===== config.mk =====
export PLATFORM = sky130hd
export DESIGN_NAME = regfile_access_ctrl
export DESIGN_NICKNAME = d
export VERILOG_FILES = /design/src/rtl/regfile_pkg.sv /design/src/rtl/regfile_access_ctrl.sv
export SDC_FILE = /design/constraint.sdc
export NUM_CORES = 1
export LEC_CHECK = 0
export BUFFER_PORTS_ARGS = -buffer_cell sky130_fd_sc_hd__buf_2
export CORE_UTILIZATION = 42
export CTS_CLUSTER_DIAMETER = 60
export DETAILED_ROUTE_END_ITERATION = 8
export PLACE_DENSITY = 0.76
export SLEW_MARGIN = 20
export SYNTH_ARGS = -nofsm -noshare
export SYNTH_HDL_FRONTEND = slang
export SYNTH_SLANG_ARGS = --single-unit

===== constraint.sdc =====
create_clock -name clk -period 1.7 [get_ports clk]
set_input_delay 0.34 -clock clk [delete_from_list [all_inputs] [get_ports clk]]
set_output_delay 0.34 -clock clk [all_outputs]
set_load 0.01 [all_outputs]

===== src/rtl/regfile_pkg.sv =====
// Shared definitions for the register-file access controller.
//   cmd_op_e : command opcodes carried on cmd_op
//   state_e  : controller FSM states
//   *_DEF    : default data width, address width and register count
package regfile_pkg;

    localparam int DW_DEF    = 32;
    localparam int AW_DEF    = 5;
    localparam int NREGS_DEF = 32;

    typedef enum logic [1:0] {
        OP_NOP   = 2'd0,
        OP_WRITE = 2'd1,
        OP_READ2 = 2'd2,
        OP_DUMP  = 2'd3
    } cmd_op_e;

    typedef enum logic [2:0] {
        S_IDLE      = 3'd0,
        S_WRITE     = 3'd1,
        S_RADDR     = 3'd2,
        S_RSP       = 3'd3,
        S_DUMP_ADDR = 3'd4,
        S_DUMP_RSP  = 3'd5
    } state_e;

endpackage


===== src/rtl/regfile_access_ctrl.sv =====
// Initiator-side controller for a 3-port register file (two combinational
// read ports, one synchronous write port). Accepts WRITE / READ2 / DUMP
// commands on a valid/ready channel and returns read words on a
// valid/ready response channel. Every output is driven from a register.
//
// Ports:
//   clk, rst_n                 clock (rising edge), async active-low reset
//   cmd_valid/cmd_ready        command handshake (ready only in IDLE)
//   cmd_op                     0=NOP 1=WRITE 2=READ2 3=DUMP
//   cmd_addr_a/cmd_addr_b      write/first-read address, second-read address
//   cmd_data                   write data
//   rsp_valid/rsp_ready        response handshake
//   rsp_addr                   address that produced rsp_data_a
//   rsp_data_a/rsp_data_b      read words
//   rsp_last                   final beat of a command
//   rf_we/rf_wa/rf_wd          register-file write port
//   rf_ra1/rf_ra2              register-file read addresses
//   rf_rd1/rf_rd2              register-file read data
//   busy                       controller not in IDLE
module regfile_access_ctrl
    import regfile_pkg::*;
#(
    parameter int DW    = DW_DEF,
    parameter int AW    = AW_DEF,
    parameter int NREGS = NREGS_DEF
) (
    input  logic          clk,
    input  logic          rst_n,
    input  logic          cmd_valid,
    output logic          cmd_ready,
    input  logic [1:0]    cmd_op,
    input  logic [AW-1:0] cmd_addr_a,
    input  logic [AW-1:0] cmd_addr_b,
    input  logic [DW-1:0] cmd_data,
    output logic          rsp_valid,
    input  logic          rsp_ready,
    output logic [AW-1:0] rsp_addr,
    output logic [DW-1:0] rsp_data_a,
    output logic [DW-1:0] rsp_data_b,
    output logic          rsp_last,
    output logic          rf_we,
    output logic [AW-1:0] rf_wa,
    output logic [DW-1:0] rf_wd,
    output logic [AW-1:0] rf_ra1,
    output logic [AW-1:0] rf_ra2,
    input  logic [DW-1:0] rf_rd1,
    input  logic [DW-1:0] rf_rd2,
    output logic          busy
);

    // Dump pair index: registers 2k and 2k+1 are read together.
    localparam int KW = AW - 1;
    localparam logic [KW-1:0] K_LAST = KW'(NREGS / 2 - 1);

    state_e        state_q, state_d;
    logic [KW-1:0] k_q, k_d;
    logic [KW-1:0] k_inc;

    logic          cmd_ready_d, busy_d, rf_we_d, rsp_valid_d, rsp_last_d;
    logic [AW-1:0] rf_wa_d, rf_ra1_d, rf_ra2_d, rsp_addr_d;
    logic [DW-1:0] rf_wd_d, rsp_data_a_d, rsp_data_b_d;

    logic accept;
    logic rsp_xfer;

    assign accept   = cmd_valid && cmd_ready;
    assign rsp_xfer = rsp_valid && rsp_ready;
    assign k_inc    = k_q + KW'(1);

    always_comb begin
        state_d      = state_q;
        k_d          = k_q;
        rf_we_d      = 1'b0;
        rf_wa_d      = rf_wa;
        rf_wd_d      = rf_wd;
        rf_ra1_d     = rf_ra1;
        rf_ra2_d     = rf_ra2;
        rsp_valid_d  = rsp_valid;
        rsp_addr_d   = rsp_addr;
        rsp_data_a_d = rsp_data_a;
        rsp_data_b_d = rsp_data_b;
        rsp_last_d   = rsp_last;

        case (state_q)
            S_IDLE: begin
                if (accept) begin
                    case (cmd_op_e'(cmd_op))
                        OP_WRITE: begin
                            // Write port is loaded at accept so we3 is high
                            // for exactly the single WRITE-state cycle.
                            state_d = S_WRITE;
                            rf_we_d = 1'b1;
                            rf_wa_d = cmd_addr_a;
                            rf_wd_d = cmd_data;
                        end
                        OP_READ2: begin
                            state_d  = S_RADDR;
                            rf_ra1_d = cmd_addr_a;
                            rf_ra2_d = cmd_addr_b;
                        end
                        OP_DUMP: begin
                            state_d  = S_DUMP_ADDR;
                            k_d      = '0;
                            rf_ra1_d = '0;
                            rf_ra2_d = AW'(1);
                        end
                        default: ;
                    endcase
                end
            end

            S_WRITE: state_d = S_IDLE;

            S_RADDR: begin
                // Read ports are combinational: the words are valid now.
                rsp_data_a_d = rf_rd1;
                rsp_data_b_d = rf_rd2;
                rsp_addr_d   = rf_ra1;
                rsp_last_d   = 1'b1;
                rsp_valid_d  = 1'b1;
                state_d      = S_RSP;
            end

            S_RSP: begin
                if (rsp_xfer) begin
                    rsp_valid_d = 1'b0;
                    state_d     = S_IDLE;
                end
            end

            S_DUMP_ADDR: begin
                rsp_data_a_d = rf_rd1;
                rsp_data_b_d = rf_rd2;
                rsp_addr_d   = {k_q, 1'b0};
                rsp_last_d   = (k_q == K_LAST);
                rsp_valid_d  = 1'b1;
                state_d      = S_DUMP_RSP;
            end

            S_DUMP_RSP: begin
                if (rsp_xfer) begin
                    rsp_valid_d = 1'b0;
                    if (rsp_last) begin
                        state_d = S_IDLE;
                    end else begin
                        k_d      = k_inc;
                        rf_ra1_d = {k_inc, 1'b0};
                        rf_ra2_d = {k_inc, 1'b1};
                        state_d  = S_DUMP_ADDR;
                    end
                end
            end

            default: state_d = S_IDLE;
        endcase

        // Ready/busy are registered, so they follow the next state.
        cmd_ready_d = (state_d == S_IDLE);
        busy_d      = (state_d != S_IDLE);
    end

    always_ff @(posedge clk or negedge rst_n) begin
        if (!rst_n) begin
            state_q    <= S_IDLE;
            k_q        <= '0;
            cmd_ready  <= 1'b1;
            busy       <= 1'b0;
            rf_we      <= 1'b0;
            rf_wa      <= '0;
            rf_wd      <= '0;
            rf_ra1     <= '0;
            rf_ra2     <= '0;
            rsp_valid  <= 1'b0;
            rsp_addr   <= '0;
            rsp_data_a <= '0;
            rsp_data_b <= '0;
            rsp_last   <= 1'b0;
        end else begin
            state_q    <= state_d;
            k_q        <= k_d;
            cmd_ready  <= cmd_ready_d;
            busy       <= busy_d;
            rf_we      <= rf_we_d;
            rf_wa      <= rf_wa_d;
            rf_wd      <= rf_wd_d;
            rf_ra1     <= rf_ra1_d;
            rf_ra2     <= rf_ra2_d;
            rsp_valid  <= rsp_valid_d;
            rsp_addr   <= rsp_addr_d;
            rsp_data_a <= rsp_data_a_d;
            rsp_data_b <= rsp_data_b_d;
            rsp_last   <= rsp_last_d;
        end
    end

endmodule


==> results by stage <==
Status:
- The run finished, with violations left.
- The final reports fail on DRC, setup timing.

Drt:
- Summed over all layers, the routed wires come to 13020 um.
- The initial detailed-routing violation count is 184.
- Dividing the detail-routed via count by the number of cells gives about 5.
- The first-pass detailed-route iteration total is 9.
- In the routed design, unresolved DRC markers number 10.
- The number of nets with antenna violations after detailed routing is 0.
- The average wire length per cell after detail routing is around 17 um.
- Across all layers, the routed design uses a little under 4000 vias.

Logic synthesis:
- The number of warnings printed during yosys synthesis is 0.
- The leading register cell type out of synthesis is sky130_fd_sc_hd__dfrtp_1.
- The share of synthesized area in the top cell type comes to 0.6216.
- Of the synthesized area, sequential elements account for 0.6268.
- The cell taking the most area after synthesis is sky130_fd_sc_hd__dfrtp_1.
- The number of instances in the synthesized netlist is 345.
- The flip-flop and latch count after synthesis is ~130.
- In this run the mean area of a mapped cell was ~15 um2.
- The number of synthesized flops with an enable pin is 0.
- Summing every instance area after synthesis gives 0.005112 mm2.
- Counting distinct cell types in the post-synthesis netlist gives 37.
- The synthesized netlist net count is 458.
- In the post-synthesis netlist, the biggest area contributors are sky130_fd_sc_hd__dfrtp_1 (62%), sky130_fd_sc_hd__mux2_2 (19%), sky130_fd_sc_hd__mux2_1 (4.2%), sky130_fd_sc_hd__mux2i_1 (2.0%), sky130_fd_sc_hd__a21oi_1 (1.4%).
- The fraction of registers with async set or reset after synthesis is 1.000.

Clock tree:
- At the later pin of the worst-skew pair, clock insertion delay measures roughly 0.4 ns.
- The worst-case clock buffer depth is 2.
- TritonCTS built the clock tree.
- Clock-pin slew was measured on the worst setup and hold paths at about 0.060 ns.
- The clock sink total is approximately 130.
- The CTS H-tree depth is 4.
- The clock root buffer is sky130_fd_sc_hd__clkbuf_16.
- The number of buffers created by CTS is 17.

Global routing:
- The global routing usage summed across all routing layers is 0.2089.
- The global-route wire length before repair is between 20000 and 25000 um.
- Global routing finished with a remaining overflow of 0.
- The number of global-route vias before repair is between 4000 and 5000.
- The maximum number of pins on one net before global-route repair is 65.
- The initial antenna violation count came to 0.

Setup path:
- The start of the worst register-to-register path is state_q[0].
- The setup slack of the worst register-to-register path is -0.06 ns.
- The critical path runs through a total of 5 cells.
- The number of cells on the worst reg-to-reg path is 5.
- In this run the critical register-to-register path is captured at rf_wd[12].
- The critical setup path kind is reg2reg.
- The family of cells with the greatest summed delay on the critical path is simple AND/OR/NAND/NOR gates.
- Walking the worst path, the cells encountered are or2_4 > nor4_4 > buf_6 > clkbuf_16 > mux2_2.
- For the worst setup path, the data required time is 1.99 ns.
- For this run, the slowest stage of the critical path takes between 0.3 and 0.4 ns.
- The slowest stage cell on the critical path is sky130_fd_sc_hd__dfrtp_1.
- The critical path contains buffers and inverters numbering 2 combined.
- The maximum fanout encountered on the critical timing path is 7.
- The end of the critical path is rf_wd[12].
- The startpoint of the most critical setup path is state_q[0].
- The kind of end point of the critical path is a register.
- The arrival time at the worst endpoint is 2.05 ns.
- The sort of element at the start of the critical path is a register.

Final layout:
- The area growth from synthesis to layout is 45.94%.
- Once layout is done, the placed cells without fillers occupy between 0.007 and 0.008 mm2.
- The number of antenna diodes in the final layout is 0.
- After the last flow step, the layout net total stands at approximately 700.
- Leaving out fill and tap cells, the most frequent cells in the layout are sky130_fd_sc_hd__buf_2 (231), sky130_fd_sc_hd__dfrtp_1 (127), sky130_fd_sc_hd__mux2_2 (76).
- The filler cells instantiated in the layout total around 900.
- The fraction of final layout cells with drive strength greater than 1 is 0.6500.
- Leaving out fill and tap cells, the most frequent cell in the layout is sky130_fd_sc_hd__buf_2.

Place:
- The cell area reported after detailed placement is ~0.0066 mm2.
- The routability congestion estimate is around 0.81.
- Detailed placement finished with a half-perimeter wire length of between 9000 and 10000 um.
- The total of buffers placed on input and output ports is approximately 230.

Power and ir drop:
- The share of total power dissipated in the clock network is 0.239.
- Across the VDD grid, the largest voltage drop is between 1000 and 1500 uV.
- The combinational group share of total power is 0.420.
- Of the total power, the share spent switching nets is 0.3315.
- The cell area power density is about 2200 mW/mm2.
- In this run the power spent charging and discharging nets is approximately 0.0053 W.
- The internal power contribution is about 0.011 W.
- In this run the static leakage power is between 3 and 4 nW.
- The share of power burned in registers is 0.341.

Min path:
- The classification of the worst-slack hold path is in2reg.

STA:
- Setup violations remaining at the end of the flow were counted as 38.
- Based on the critical path, the design can be clocked at up to roughly 570 MHz.
- The final number of max-transition violations is 0.
- The total negative slack for setup checks is -1.347 ns.
- The worst-case setup margin in the final layout is -0.06427 ns.
- The number of hold violations in the final report is 0.
- Clock skew on the completed layout was measured at between 0.006 and 0.007 ns.
- The worst-case headroom to the max-slew limit is 0.7414.
- Dividing the final minimum period by the clock period gives 1.038.
- Setup repair after global routing could not meet its margin everywhere.
- The actual slew at the worst max-slew pin is between 0.3 and 0.4 ns.
- The post-route minimum period is roughly 1.8 ns.

Die:
- The initial utilization of the core area, before any placement, comes to 0.4384.
- The width of the die is between 100 and 150 um.
- The die covers 0.01262 mm2.
- For this design the top-level I/O count stands at 233.
- The placeable core region is 0.01166 mm2.
- The floorplan has 39 rows.
- The die is ~110 um tall.

Flow run:
- The tool flagged a number of max-cap violations equal to 0.
==> synth_stat cells, types with 2 or more instances <==
cell and number:
sky130_fd_sc_hd__nand3_1 2, sky130_fd_sc_hd__o22ai_1 8, sky130_fd_sc_hd__a31oi_1 3, sky130_fd_sc_hd__nand2b_1 3
sky130_fd_sc_hd__nor2_1 5, sky130_fd_sc_hd__mux2_2 87, sky130_fd_sc_hd__clkbuf_1 4, sky130_fd_sc_hd__a21oi_1 14
sky130_fd_sc_hd__nor3_1 3, sky130_fd_sc_hd__nand2_1 6, sky130_fd_sc_hd__buf_6 6, sky130_fd_sc_hd__o22a_1 5
sky130_fd_sc_hd__dfrtp_1 127, sky130_fd_sc_hd__inv_1 12, sky130_fd_sc_hd__mux2i_1 10, sky130_fd_sc_hd__mux2_1 19
sky130_fd_sc_hd__buf_2 6, sky130_fd_sc_hd__o21ai_0 5, sky130_fd_sc_hd__xnor2_1 2
==> flip-flops by register name, indices dropped and copies added (netlist names), 3 cells and up <==
register,flops
rsp_addr,5
k_q,4
state_q,3
rf_ra2,5
rf_ra1,5
rsp_data_a,32
rf_wa,5
rf_wd,32
rsp_data_b,32
==> power groups by stage <==
stage	sequential (W)	clock, W	combinational, W
finish	0.00549	0.00385	0.00675
detailed placement	0.00547	0	0.00629
CTS	0.00547	0.00392	0.00633
global route	0.00567	0.00405	0.00724
floorplan	0.00609	0	0.00314
global placement	0.00538	0	0.00606
==> area by class of cell <==
class | count | area (um2) | area share
clock buffer | 19 | 452.9 | 0.06071
clock inverter | 13 | 186.4 | 0.02499
inverter | 12 | 45.04 | 0.006037
multi-input combinational | 188 | 1883 | 0.2524
sequential | 128 | 3204 | 0.4295
tap | 143 | 178.9 | 0.02398
timing repair buffer | 260 | 1510 | 0.2024
==> what timing repair did <==
item                                   CTS  global route
endpoints found under the hold margin   23             0
hold buffers                             1             0
buffers inserted                         0             2
pin swaps                                1             2
gates cloned                             0             4
setup endpoints to repair               36            86
resized for setup                        4            35
==> per-stage QoR <==
step           total power (W)  hold slack, ns  cells  utilization  setup slack (ns)
2_1_floorplan         0.009234         0.04441    345            -          -0.04448
3_3_place_gp           0.01144          0.2864    724       0.5624          -0.03714
3_5_place_dp           0.01176          0.2933    724       0.5624          -0.07196
4_1_cts                0.01572          0.1286    757       0.6194         -0.004024
5_1_grt                0.01696          0.1408    763       0.6397           -0.1002
6_report               0.01609          0.1474    763       0.6397          -0.06427
==> worst register-to-register path, cell delays in order, from the launching register on <==
cell and delay [ns]:
sky130_fd_sc_hd__dfrtp_1 0.38, sky130_fd_sc_hd__or2_4 0.27, sky130_fd_sc_hd__nor4_4 0.30, sky130_fd_sc_hd__buf_6 0.20, sky130_fd_sc_hd__clkbuf_16 0.17, sky130_fd_sc_hd__mux2_2 0.33
==> how the worst min path moves through the flow <==
stage	cells after the start	slack, ns	end	startpoint
2_1_floorplan	0	0.04	busy	rst_n
3_3_place_gp	1	0.29	rsp_addr[0]	rst_n
3_5_place_dp	1	0.29	rsp_last	rst_n
4_1_cts	2	0.13	rf_wd[29]	cmd_data[29]
5_1_grt	2	0.14	rf_wd[14]	cmd_data[14]
6_report	2	0.15	rf_wd[22]	cmd_data[22]
==> cell families (layout without fill, tap and decap cells) <==
kind of cell               after synthesis  count (layout)  synth area share
DFF                                    128             128            0.6268
muxes                                  116             116            0.2531
AOI/OAI and AO/OA                       38              38           0.04552
and+or+nand+nor                         31              31           0.03647
buffers and inverters                   29             304           0.03230
xor gates and xnor gates                 2               2          0.003427
adders and majority gates                1               1          0.002447
==> per-layer routing <==
metal	up-vias	track usage	share of wire
li1	1759	-	-
met1	1915	0.2313	0.39
met2	171	0.3631	0.51
met3	20	0.07775	0.080
met4	0	0.08533	0.022
met5	-	0	0
Power figures use the tool's default switching activity.
